`config.mk`:
```
export PLATFORM = sky130hd
export DESIGN_NAME = reg_arb_flat
export DESIGN_NICKNAME = d
export VERILOG_FILES = /design/src/rtl/reg_arb_if.sv /design/src/rtl/reg_arb.sv /design/src/flat_wrapper.sv
export SDC_FILE = /design/constraint.sdc
export NUM_CORES = 1
export LEC_CHECK = 0
export CAP_MARGIN = 15
export CORE_MARGIN = 1.5
export CORE_UTILIZATION = 40
export DETAILED_ROUTE_END_ITERATION = 10
export GPL_ROUTABILITY_DRIVEN = 0
export PLACE_DENSITY = 0.8
export SLEW_MARGIN = 20
export SYNTH_ARGS = -nofsm -noshare
export SYNTH_HDL_FRONTEND = slang
export SYNTH_SLANG_ARGS = --single-unit
```
`constraint.sdc`:
```
create_clock -name clk -period 3.9 [get_ports clk]
set_input_delay 0.78 -clock clk [delete_from_list [all_inputs] [get_ports clk]]
set_output_delay 0.78 -clock clk [all_outputs]
set_load 0.005 [all_outputs]
```
`src/rtl/reg_arb_if.sv`:
```
// rtl/reg_arb_if.sv - requester-side and downstream register bus signals of reg_arb
interface reg_arb_if #(
    parameter int DWIDTH = 8,
    parameter int AWIDTH = 8,
    parameter int NREQ   = 4
);
    logic [2*NREQ-1:0]      req_op;
    logic [NREQ*AWIDTH-1:0] req_addr;
    logic [NREQ*DWIDTH-1:0] req_wdata;
    logic [NREQ-1:0]        req_gnt;
    logic [NREQ-1:0]        req_rvalid;
    logic [DWIDTH-1:0]      req_rdata;
    logic [1:0]             m_op;
    logic [AWIDTH-1:0]      m_addr;
    logic [DWIDTH-1:0]      m_wdata;
    logic [DWIDTH-1:0]      m_rdata;

    // slave: the arbiter; master: requesters plus the downstream responder
    modport slave (
        input  req_op, req_addr, req_wdata, m_rdata,
        output req_gnt, req_rvalid, req_rdata, m_op, m_addr, m_wdata
    );
    modport master (
        output req_op, req_addr, req_wdata, m_rdata,
        input  req_gnt, req_rvalid, req_rdata, m_op, m_addr, m_wdata
    );
endinterface

```
`src/rtl/reg_arb.sv`:
```
// rtl/reg_arb.sv - N-requester round-robin register bus arbiter, one transaction in flight
// REG_ARB_FIXED_PRIO_EN selects fixed lowest-index priority instead of round-robin.
module reg_arb #(
    parameter int DWIDTH = 8,
    parameter int AWIDTH = 8,
    parameter int NREQ   = 4,
    parameter int RD_LAT = 1
) (
    input  logic     clk,
    input  logic     rst,
    reg_arb_if.slave bus
);
    localparam int PW = (NREQ > 1) ? $clog2(NREQ) : 1;
    localparam logic [1:0] OP_NOP = 2'b00;
    localparam logic [1:0] OP_RD  = 2'b01;
    localparam logic [1:0] OP_WR  = 2'b10;

    typedef enum logic [1:0] {S_IDLE, S_ISSUE, S_WAIT} state_t;

    state_t              state_q, state_d;
    logic [3:0]          cnt_q, cnt_d;
    logic [PW-1:0]       win_q, win_d;
    logic [NREQ-1:0]     gnt_q, gnt_d;
    logic [NREQ-1:0]     rvalid_q, rvalid_d;
    logic [DWIDTH-1:0]   rdata_q, rdata_d;
    logic [1:0]          m_op_q, m_op_d;
    logic [AWIDTH-1:0]   m_addr_q, m_addr_d;
    logic [DWIDTH-1:0]   m_wdata_q, m_wdata_d;
`ifndef REG_ARB_FIXED_PRIO_EN
    logic [PW-1:0]       ptr_q, ptr_d;
`endif

    logic [NREQ-1:0]     active;
    logic                arb_found;
    logic [PW-1:0]       arb_idx;
    logic [1:0]          sel_op;
    logic [AWIDTH-1:0]   sel_addr;
    logic [DWIDTH-1:0]   sel_wdata;

    // Reserved op 11 never counts as a request
    always_comb begin
        for (int i = 0; i < NREQ; i++) begin
            active[i] = (bus.req_op[2*i +: 2] == OP_RD) || (bus.req_op[2*i +: 2] == OP_WR);
        end
    end

`ifdef REG_ARB_FIXED_PRIO_EN
    always_comb begin
        arb_found = 1'b0;
        arb_idx   = '0;
        for (int k = NREQ - 1; k >= 0; k--) begin
            if (active[k]) begin
                arb_found = 1'b1;
                arb_idx   = PW'(k);
            end
        end
    end
`else
    // Scan downward so the last hit is the first active index at or after ptr
    always_comb begin
        logic [PW:0] cand;
        arb_found = 1'b0;
        arb_idx   = '0;
        cand      = '0;
        for (int k = NREQ - 1; k >= 0; k--) begin
            cand = {1'b0, ptr_q} + (PW+1)'(k);
            if (cand >= (PW+1)'(NREQ)) begin
                cand = cand - (PW+1)'(NREQ);
            end
            if (active[cand[PW-1:0]]) begin
                arb_found = 1'b1;
                arb_idx   = cand[PW-1:0];
            end
        end
    end
`endif

    always_comb begin
        sel_op    = OP_NOP;
        sel_addr  = '0;
        sel_wdata = '0;
        for (int i = 0; i < NREQ; i++) begin
            if (arb_idx == PW'(i)) begin
                sel_op    = bus.req_op[2*i +: 2];
                sel_addr  = bus.req_addr[AWIDTH*i +: AWIDTH];
                sel_wdata = bus.req_wdata[DWIDTH*i +: DWIDTH];
            end
        end
    end

    always_ff @(posedge clk) begin
        if (rst) begin
            state_q <= S_IDLE;
        end else begin
            state_q <= state_d;
        end
    end

    always_comb begin
        state_d = state_q;
        case (state_q)
            S_IDLE:  if (arb_found) state_d = S_ISSUE;
            S_ISSUE: state_d = (m_op_q == OP_RD) ? S_WAIT : S_IDLE;
            S_WAIT:  if (cnt_q == 4'd1) state_d = S_IDLE;
            default: state_d = S_IDLE;
        endcase
    end

    always_comb begin
        cnt_d     = cnt_q;
        win_d     = win_q;
        gnt_d     = '0;
        rvalid_d  = '0;
        rdata_d   = rdata_q;
        m_op_d    = OP_NOP;
        m_addr_d  = m_addr_q;
        m_wdata_d = m_wdata_q;
`ifndef REG_ARB_FIXED_PRIO_EN
        ptr_d     = ptr_q;
`endif
        case (state_q)
            S_IDLE: begin
                if (arb_found) begin
                    m_op_d    = sel_op;
                    m_addr_d  = sel_addr;
                    m_wdata_d = sel_wdata;
                    gnt_d     = NREQ'(1) << arb_idx;
                    win_d     = arb_idx;
`ifndef REG_ARB_FIXED_PRIO_EN
                    ptr_d     = (arb_idx == PW'(NREQ - 1)) ? '0 : arb_idx + 1'b1;
`endif
                end
            end
            S_ISSUE: begin
                if (m_op_q == OP_RD) begin
                    cnt_d = 4'(RD_LAT);
                end
            end
            S_WAIT: begin
                cnt_d = cnt_q - 1'b1;
                if (cnt_q == 4'd1) begin
                    rdata_d  = bus.m_rdata;
                    rvalid_d = NREQ'(1) << win_q;
                end
            end
            default: ;
        endcase
    end

    always_ff @(posedge clk) begin
        if (rst) begin
            cnt_q     <= '0;
            win_q     <= '0;
            gnt_q     <= '0;
            rvalid_q  <= '0;
            rdata_q   <= '0;
            m_op_q    <= OP_NOP;
            m_addr_q  <= '0;
            m_wdata_q <= '0;
`ifndef REG_ARB_FIXED_PRIO_EN
            ptr_q     <= '0;
`endif
        end else begin
            cnt_q     <= cnt_d;
            win_q     <= win_d;
            gnt_q     <= gnt_d;
            rvalid_q  <= rvalid_d;
            rdata_q   <= rdata_d;
            m_op_q    <= m_op_d;
            m_addr_q  <= m_addr_d;
            m_wdata_q <= m_wdata_d;
`ifndef REG_ARB_FIXED_PRIO_EN
            ptr_q     <= ptr_d;
`endif
        end
    end

    assign bus.req_gnt    = gnt_q;
    assign bus.req_rvalid = rvalid_q;
    assign bus.req_rdata  = rdata_q;
    assign bus.m_op       = m_op_q;
    assign bus.m_addr     = m_addr_q;
    assign bus.m_wdata    = m_wdata_q;
endmodule

```
`src/flat_wrapper.sv`:
```
// flat-port wrapper written by rule: the top's interface ports become plain ports
module reg_arb_flat 
#(
    parameter int DWIDTH = 8,
    parameter int AWIDTH = 8,
    parameter int NREQ   = 4,
    parameter int RD_LAT = 1
)
  (clk, rst, bus_req_op, bus_req_addr, bus_req_wdata, bus_m_rdata, bus_req_gnt, bus_req_rvalid, bus_req_rdata, bus_m_op, bus_m_addr, bus_m_wdata);
  reg_arb_if #(.DWIDTH(DWIDTH), .AWIDTH(AWIDTH), .NREQ(NREQ)) bus_i ();
  input  logic clk;
  input  logic rst;
  input wire logic [$bits(bus_i.req_op)-1:0] bus_req_op;
  input wire logic [$bits(bus_i.req_addr)-1:0] bus_req_addr;
  input wire logic [$bits(bus_i.req_wdata)-1:0] bus_req_wdata;
  input wire logic [$bits(bus_i.m_rdata)-1:0] bus_m_rdata;
  output wire logic [$bits(bus_i.req_gnt)-1:0] bus_req_gnt;
  output wire logic [$bits(bus_i.req_rvalid)-1:0] bus_req_rvalid;
  output wire logic [$bits(bus_i.req_rdata)-1:0] bus_req_rdata;
  output wire logic [$bits(bus_i.m_op)-1:0] bus_m_op;
  output wire logic [$bits(bus_i.m_addr)-1:0] bus_m_addr;
  output wire logic [$bits(bus_i.m_wdata)-1:0] bus_m_wdata;
  assign bus_i.req_op = bus_req_op;
  assign bus_i.req_addr = bus_req_addr;
  assign bus_i.req_wdata = bus_req_wdata;
  assign bus_i.m_rdata = bus_m_rdata;
  assign bus_req_gnt = bus_i.req_gnt;
  assign bus_req_rvalid = bus_i.req_rvalid;
  assign bus_req_rdata = bus_i.req_rdata;
  assign bus_m_op = bus_i.m_op;
  assign bus_m_addr = bus_i.m_addr;
  assign bus_m_wdata = bus_i.m_wdata;
  reg_arb #(.DWIDTH(DWIDTH), .AWIDTH(AWIDTH), .NREQ(NREQ), .RD_LAT(RD_LAT)) u_core (.clk(clk), .rst(rst), .bus(bus_i));
endmodule
```
### Word level (Yosys, flattened, before mapping)

Index checks and enable logic that the tools add are counted.
W data, S select, Z words.

| word-level totals | value |
|---|---|
| word-level logic and storage cells | 103 |
| input port bits | 82 |
| output and inout port bits | 34 |
| register bits | 44 |

| operators by class | value |
|---|---|
| equality and inequality tests | 18 |
| mux-type cells | 39 |
| add/subtract/negate cells | 9 |
| reduce and logical (&&, ||, !) cells | 13 |
| shifts and indexed selects | 2 |
| bitwise gates (word level) | 4 |
| magnitude comparators | 8 |

Operators by type and width:

| cell | number |
|---|---|
| $mux W8 | 8 |
| $mux W2 | 16 |
| $eq A2 B1 Y1 const B | 7 |
| $eq A2 B2 Y1 const B | 7 |
| $lt A2 B3 Y1 const B | 4 |
| $ge A3 B3 Y1 const B | 3 |
| $bmux W1 S2 | 4 |
| $mux W1 | 8 |
| $pmux W4 S2 | 1 |
| $reduce_and A2 Y1 | 4 |
| $shl A1 B2 Y4 const A | 2 |
| $sub A2 B1 Y2 const B | 4 |
| $add A2 B2 Y3 const B | 2 |
| $ne A2 B1 Y1 const B | 3 |
| $pmux W2 S3 | 1 |
| $reduce_or A3 Y1 | 2 |
| $eq A4 B1 Y1 const B | 1 |
| $logic_not A2 Y1 | 2 |
| $logic_or A1 B1 Y1 | 4 |
| $mux W4 | 1 |
| $not A1 Y1 | 4 |
| $sub A4 B1 Y4 const B | 1 |
| $add A2 B1 Y3 const B | 1 |
| $ge A2 B3 Y1 const B | 1 |
| other kinds (2) | 2 |

### Depth between registers and ports, before layout

| depth | value |
|---|---|
| depth in word-level cells | 14 |
| mapped depth | 11 |
| depth with buffers taken out | 9 |

### Worst setup path before layout

No wires, ideal clock.

| timing path | value |
|---|---|
| path kind | input port to flip-flop |
| start point | in bus_req_op[0] |
| end point | reg u_core.m_addr_q[4] (netlist: u_core.bus.m_addr[4]) |
| required time | 3826 ps |
| buffers on the path | 1 |
| cell stages on the path | 10 |
| path slack | 947 ps |
| arrival time | 2879 ps |
| setup time | 74 ps |
| cell sequence | xor2_1 > a21boi_1 > o211ai_2 > inv_1 > ha_1 > nor2b_1 > buf_2 > a221oi_1 > o311a_1 > nor3_2 |

| on the way | value |
|---|---|
| word-level cells in the longest chain between the ends | 13 |
| elaborated cells between the ends (all ways) | 28 |
| those cells by class | 5 x eq/ne; 20 x mux; 3 x reduce/logical |

Ends and longest elaborated chain:

| element | line | RTL |
|---|---|---|
| from (decl) | flat_wrapper.sv:13 | `input wire logic [$bits(bus_i.req_op)-1:0] bus_req_op;` |
| $eq A2 B1 Y1 or $eq A2 B2 Y1 (tied branches) | reg_arb.sv:43 | `active[i] = (bus.req_op[2*i +: 2] == OP_RD) \|\| (bus.req_op[2*i +: 2] == OP_WR);` |
| $logic_or A1 B1 Y1 * | reg_arb.sv:43 |  |
| $bmux W1 S2 | reg_arb.sv:70 | `if (active[cand[PW-1:0]]) begin` |
| $mux W1 (not written as such) | reg_arb.sv:70 |  |
| $mux W2 (3 in series) | reg_arb.sv:70 |  |
| $mux W2 * | reg_arb.sv:70 |  |
| via u_core.arb_idx[0] | reg_arb.sv:35 | `logic [PW-1:0] arb_idx;` |
| $logic_not A2 Y1 | reg_arb.sv:83 | `if (arb_idx == PW'(i)) begin` |
| $mux W8 (3 in series) | reg_arb.sv:83 |  |
| $mux W8 * | reg_arb.sv:83 |  |
| to (signal assigned) | reg_arb.sv:170 | `m_addr_q <= m_addr_d;` |
| to (decl) | reg_arb.sv:27 | `logic [AWIDTH-1:0] m_addr_q, m_addr_d;` |

The timed path passes the listed nets; every way through them passes the cells marked *. The select of a mux whose other input is x is not followed.
A chain may end at the register's enable or synchronous reset.

### Final worst setup path

| timing path | value |
|---|---|
| start point | in bus_req_op[1] |
| end point | reg u_core.m_wdata_q[3] (netlist: u_core.bus.m_wdata[3]) |

| on the way | value |
|---|---|
| word-level cells in the longest chain between the ends | 13 |
| elaborated cells between the ends (all ways) | 28 |
| those cells by class | 5 x eq/ne; 20 x mux; 3 x reduce/logical |

Ends and longest elaborated chain:

| element | line | RTL |
|---|---|---|
| $eq A2 B1 Y1 or $eq A2 B2 Y1 (tied branches) | reg_arb.sv:43 |  |
| $logic_or A1 B1 Y1 * | reg_arb.sv:43 |  |
| $bmux W1 S2 | reg_arb.sv:70 |  |
| $mux W1 (not written as such) | reg_arb.sv:70 |  |
| $mux W2 (3 in series) | reg_arb.sv:70 |  |
| $mux W2 * | reg_arb.sv:70 |  |
| via u_core.arb_idx[0] | reg_arb.sv:35 |  |
| $logic_not A2 Y1 | reg_arb.sv:83 |  |
| $mux W8 (3 in series) | reg_arb.sv:83 |  |
| $mux W8 * | reg_arb.sv:83 |  |
| to (signal assigned) | reg_arb.sv:171 | `m_wdata_q <= m_wdata_d;` |
| to (decl) | reg_arb.sv:28 | `logic [DWIDTH-1:0] m_wdata_q, m_wdata_d;` |

Marks and branches as above.

==> results.md <==
- The run finished with clean final reports.
- The endpoint kind of the worst setup timing path is a flop.
- When the netlist entered floorplanning its net count stood at about 350.
- In this run the post-CTS setup repair buffer count came out at 0.
- The first global-routing pass estimated 10.7 mm of wire.
- Hold repair after CTS inserted 0 buffers.
- The path class of the tightest hold or removal check is flop to flop.
- The ratio of total power to cell area is between 400 and 500 mW/mm2.
- The critical path arrival is 3600 ps.
- The layout overhead on the synthesized area is 58.3%.
- The number of remaining DRC errors is 0.
- By instance count, the leading cell after synthesis is dfxtp_1.
- The worst hold path terminates at u_core.bus.m_wdata[2]$_SDFFE_PP0N_.
- The standard-cell row count is 27.
- The number of iterations in the first detailed-routing pass is 4.
- The clock passes through at most 2 buffers.
- The area of the core region is 0.00557 mm2.
- For this run, the register share of the synthesized area comes to 0.377.
- The routed layout has 2,361 vias.
- The critical path in this run is classified as input port to flop.
- The worst-case setup margin in the final layout is between 400 and 500 ps.
- Entering global routing, the biggest net connects 33 pins.
- Prior to clock tree synthesis, the placed netlist has a worst setup slack of around 230 ps.
- The start of the worst register-to-register path is u_core.ptr_q[1]$_SDFFE_PP0N_.
- VDD sags by at most roughly 0.24 mV.
- The part of the cycle the worst path needs is 0.872.
- The synthesized netlist cell count is ~270.
- The number of global-route vias before repair is 2,322.
- For this run, the top clock speed supported by timing is a little under 0.3 GHz.
- The final count of pins violating max slew was 0.
- Setup repair after global routing left no endpoint under its margin.
- Clock tree synthesis inserted a total of 5 buffers.
- After clock tree synthesis, the clock-pin slew on the worst setup and hold paths is around 80 ps.
- The number of endpoints with negative hold slack in the final report is 0.
- The CTS tree is built.
- The H-tree was split into 2 levels.
- The post-route setup TNS is 0 ps.
- The wire length on met2 is 3.44 mm.
- After synthesis the netlist holds a flip-flop and latch count of 44.
- The top flip-flop cell by instance count after synthesis is dfxtp_1.
- The top-level I/O count is 116.
- The worst min-delay path startpoint is u_core.bus.m_wdata[2]$_SDFFE_PP0N_.
- The number of enable-type register cells in the synthesized netlist is 0.
- The worst hold path was traced through 2 stages.
- The area of the die is ~0.0063 mm2.
- After layout, the design draws a total of approximately 1800 uW.
- Dividing the detail-routed via count by the number of cells gives approximately 5.3.
- At the end of the flow, the number of nets in the layout was between 400 and 500.
- By area the synthesized netlist is led by dfxtp_1 38%, o311a_1 6.9%, a221oi_1 5.6%.
- The CTS root buffer is clkbuf_8.
- Summed over all layers, the global routing overflow is 0.
- The initial antenna violation count was 0.
- The die is a little under 80 um tall.
- The detailed-routing wirelength on met1 is 2.75 mm.
- The worst register-to-register path ends at u_core.bus.m_wdata[6]$_SDFFE_PP0N_.
- The shortest period the worst path allows is 3400 ps.
- The max-cap check violation count is 0.
- The uppermost layer routed is met4.
- The count of buffers added on input and output ports is about 120.
- In the synthesized netlist, the cells that appear most often are 44 x dfxtp_1, 31 x nor2_1, 25 x nand2_1.
- The number of synthesis warnings is 0.
- The biggest area contributor in the post-synthesis netlist is dfxtp_1.
- The number of clock sinks seen by CTS is 44.
- The worst max-slew margin expressed relative to the limit is 0.433.
- The die width is 79.4 um.
- The share of synthesized flip-flops with an asynchronous set or reset is 0.
- Summed over all cells, the static leakage comes to between 0.001 and 0.0015 uW.
- The slew of the pin with the lowest slew margin is approximately 850 ps.
- The number of different library cells in the post-synthesis netlist is 42.
- For the final database, setup skew stands at between 6 and 7 ps.
- The area share of the leading cell type in the synthesized netlist is 0.377.
- The fraction of layout cells with a size suffix above 1 is 0.0751.
- Summed over all nets, the half-perimeter wirelength after detailed placement is roughly 5.1 mm.
- For this block, the initial DRC count from the detailed router was 108.
- The clock latency of the later-clocked register in the worst-skew pair is a little under 300 ps.
- The data required time of the critical path is 4100 ps.
- The worst setup path is launched from an input port.
- After synthesis, the mean cell area works out to 8.79 um2.
- For the worst flop-to-flop path, the logic depth is 10.
- The final setup violation count is 0.
- The overall track demand over capacity in global routing is 0.217.
- The flop-to-flop setup slack is 1470 ps.
- After clock tree synthesis, the repair step resized 0 gates.
- The wire length per cell after detailed routing is about 15 um.
- The total length of routed met3 wires is between 400 and 500 um.
- The mapped netlist covers approximately 0.0023 mm2.
- In this run the worst path has a maximum fanout of 15.
- 0 antenna diodes ended up in the layout.
- The final layout contains routed wiring with a total length of roughly 6.7 mm.
- Once detail routing completed, the nets flagged for antenna violations numbered 0.
- The initial core utilization is 0.419.
==> power by group <==
part	leakage, uW	switching (uW)	total [uW]	internal (uW)
Combinational	0.00101	377	833	456
Clock	0.0000642	145	397	252
Sequential	0.000360	52.5	578	525
Total	0.00144	575	1810	1230
==> cell usage in the layout (no fill, tap or decap), types with 3 or more instances in the layout <==
cell type / n
clkbuf_8: 5
nor3_1: 10
and3b_1: 3
o311a_1: 16
clkdlybuf4s50_1: 115
mux2i_1: 8
buf_4: 3
nor2_1: 31
nor3_2: 10
xor2_1: 4
nor2b_1: 19
a21oi_1: 8
buf_12: 4
a211oi_1: 5
a221oi_1: 15
dfxtp_1: 44
ha_1: 6
nand2_1: 25
inv_1: 8
nand2b_1: 4
==> through the flow <==
stage	cell area, um2	hold WS [ps]	utilization	std cells
2_1_floorplan	2340	451	-	266
3_3_place_gp	3570	476	0.641	438
3_5_place_dp	3570	481	0.641	438
4_1_cts	3700	497	0.664	445
5_1_grt	3700	519	0.664	445
6_report	3700	495	0.664	445
==> worst max-delay path, stage by stage <==
cell	delay [ps]
clkdlybuf4s50_1	500
xor2_1	460
a21boi_1	160
o211ai_2	310
inv_1	180
ha_1	310
nor2b_1	130
buf_4	220
a221oi_1	110
o311a_1	310
nor3_1	150
==> metal layers <==
layer | up-vias | track usage
li1 | 1174 | -
met1 | 1099 | 0.254
met2 | 82 | 0.388
met3 | 6 | 0.0526
met4 | 0 | 0.0649
met5 | - | 0
==> kinds of logic (layout without fill, tap and decap cells) <==
| family | count (synthesis) | in the layout | share of synthesized area |
|---|---|---|---|
| AND/OR/NAND/NOR | 113 | 113 | 0.261 |
| AO/OA/AOI/OAI | 58 | 58 | 0.208 |
| flip-flops | 44 | 44 | 0.377 |
| buffers and inverters | 30 | 137 | 0.0600 |
| multiplexers | 9 | 9 | 0.0391 |
| adder cells (fa/ha/maj) | 6 | 6 | 0.0321 |
| XOR/XNOR | 6 | 6 | 0.0225 |
==> how the worst max path moves through the flow <==
stage	startpoint	end	slack, ps	cells after the start
finish	bus_req_op[1]	u_core.bus.m_wdata[3]$_SDFFE_PP0N_	500	11
detailed placement	bus_req_op[1]	u_core.bus.m_wdata[5]$_SDFFE_PP0N_	230	11
CTS	bus_req_op[1]	u_core.bus.m_wdata[3]$_SDFFE_PP0N_	540	11
global placement	bus_req_op[0]	u_core.bus.m_addr[6]$_SDFFE_PP0N_	380	11
global route	bus_req_op[0]	u_core.bus.m_wdata[7]$_SDFFE_PP0N_	270	11
floorplan	bus_req_op[0]	u_core.bus.m_addr[4]$_SDFFE_PP0N_	950	10
==> state kept, by name, summed over array words and instances (netlist names) <==
signal	flops
u_core.bus.req_rdata	8
u_core.bus.m_op	2
u_core.cnt_q	4
u_core.bus.req_gnt	4
u_core.bus.m_addr	8
u_core.ptr_q	2
u_core.win_q	2
u_core.bus.m_wdata	8
u_core.bus.req_rvalid	4
u_core.state_q	2
==> layout make-up <==
| class | count | area (um2) |
|---|---|---|
| fill | 485 | 1870 |
| multi-input combinational | 192 | 1320 |
| timing repair buffer | 122 | 1250 |
| sequential | 44 | 881 |
| tap | 72 | 90.1 |
| clock buffer | 5 | 68.8 |
| clock inverter | 2 | 60.1 |
| inverter | 8 | 30.0 |
(Power assumes the default switching activity.)
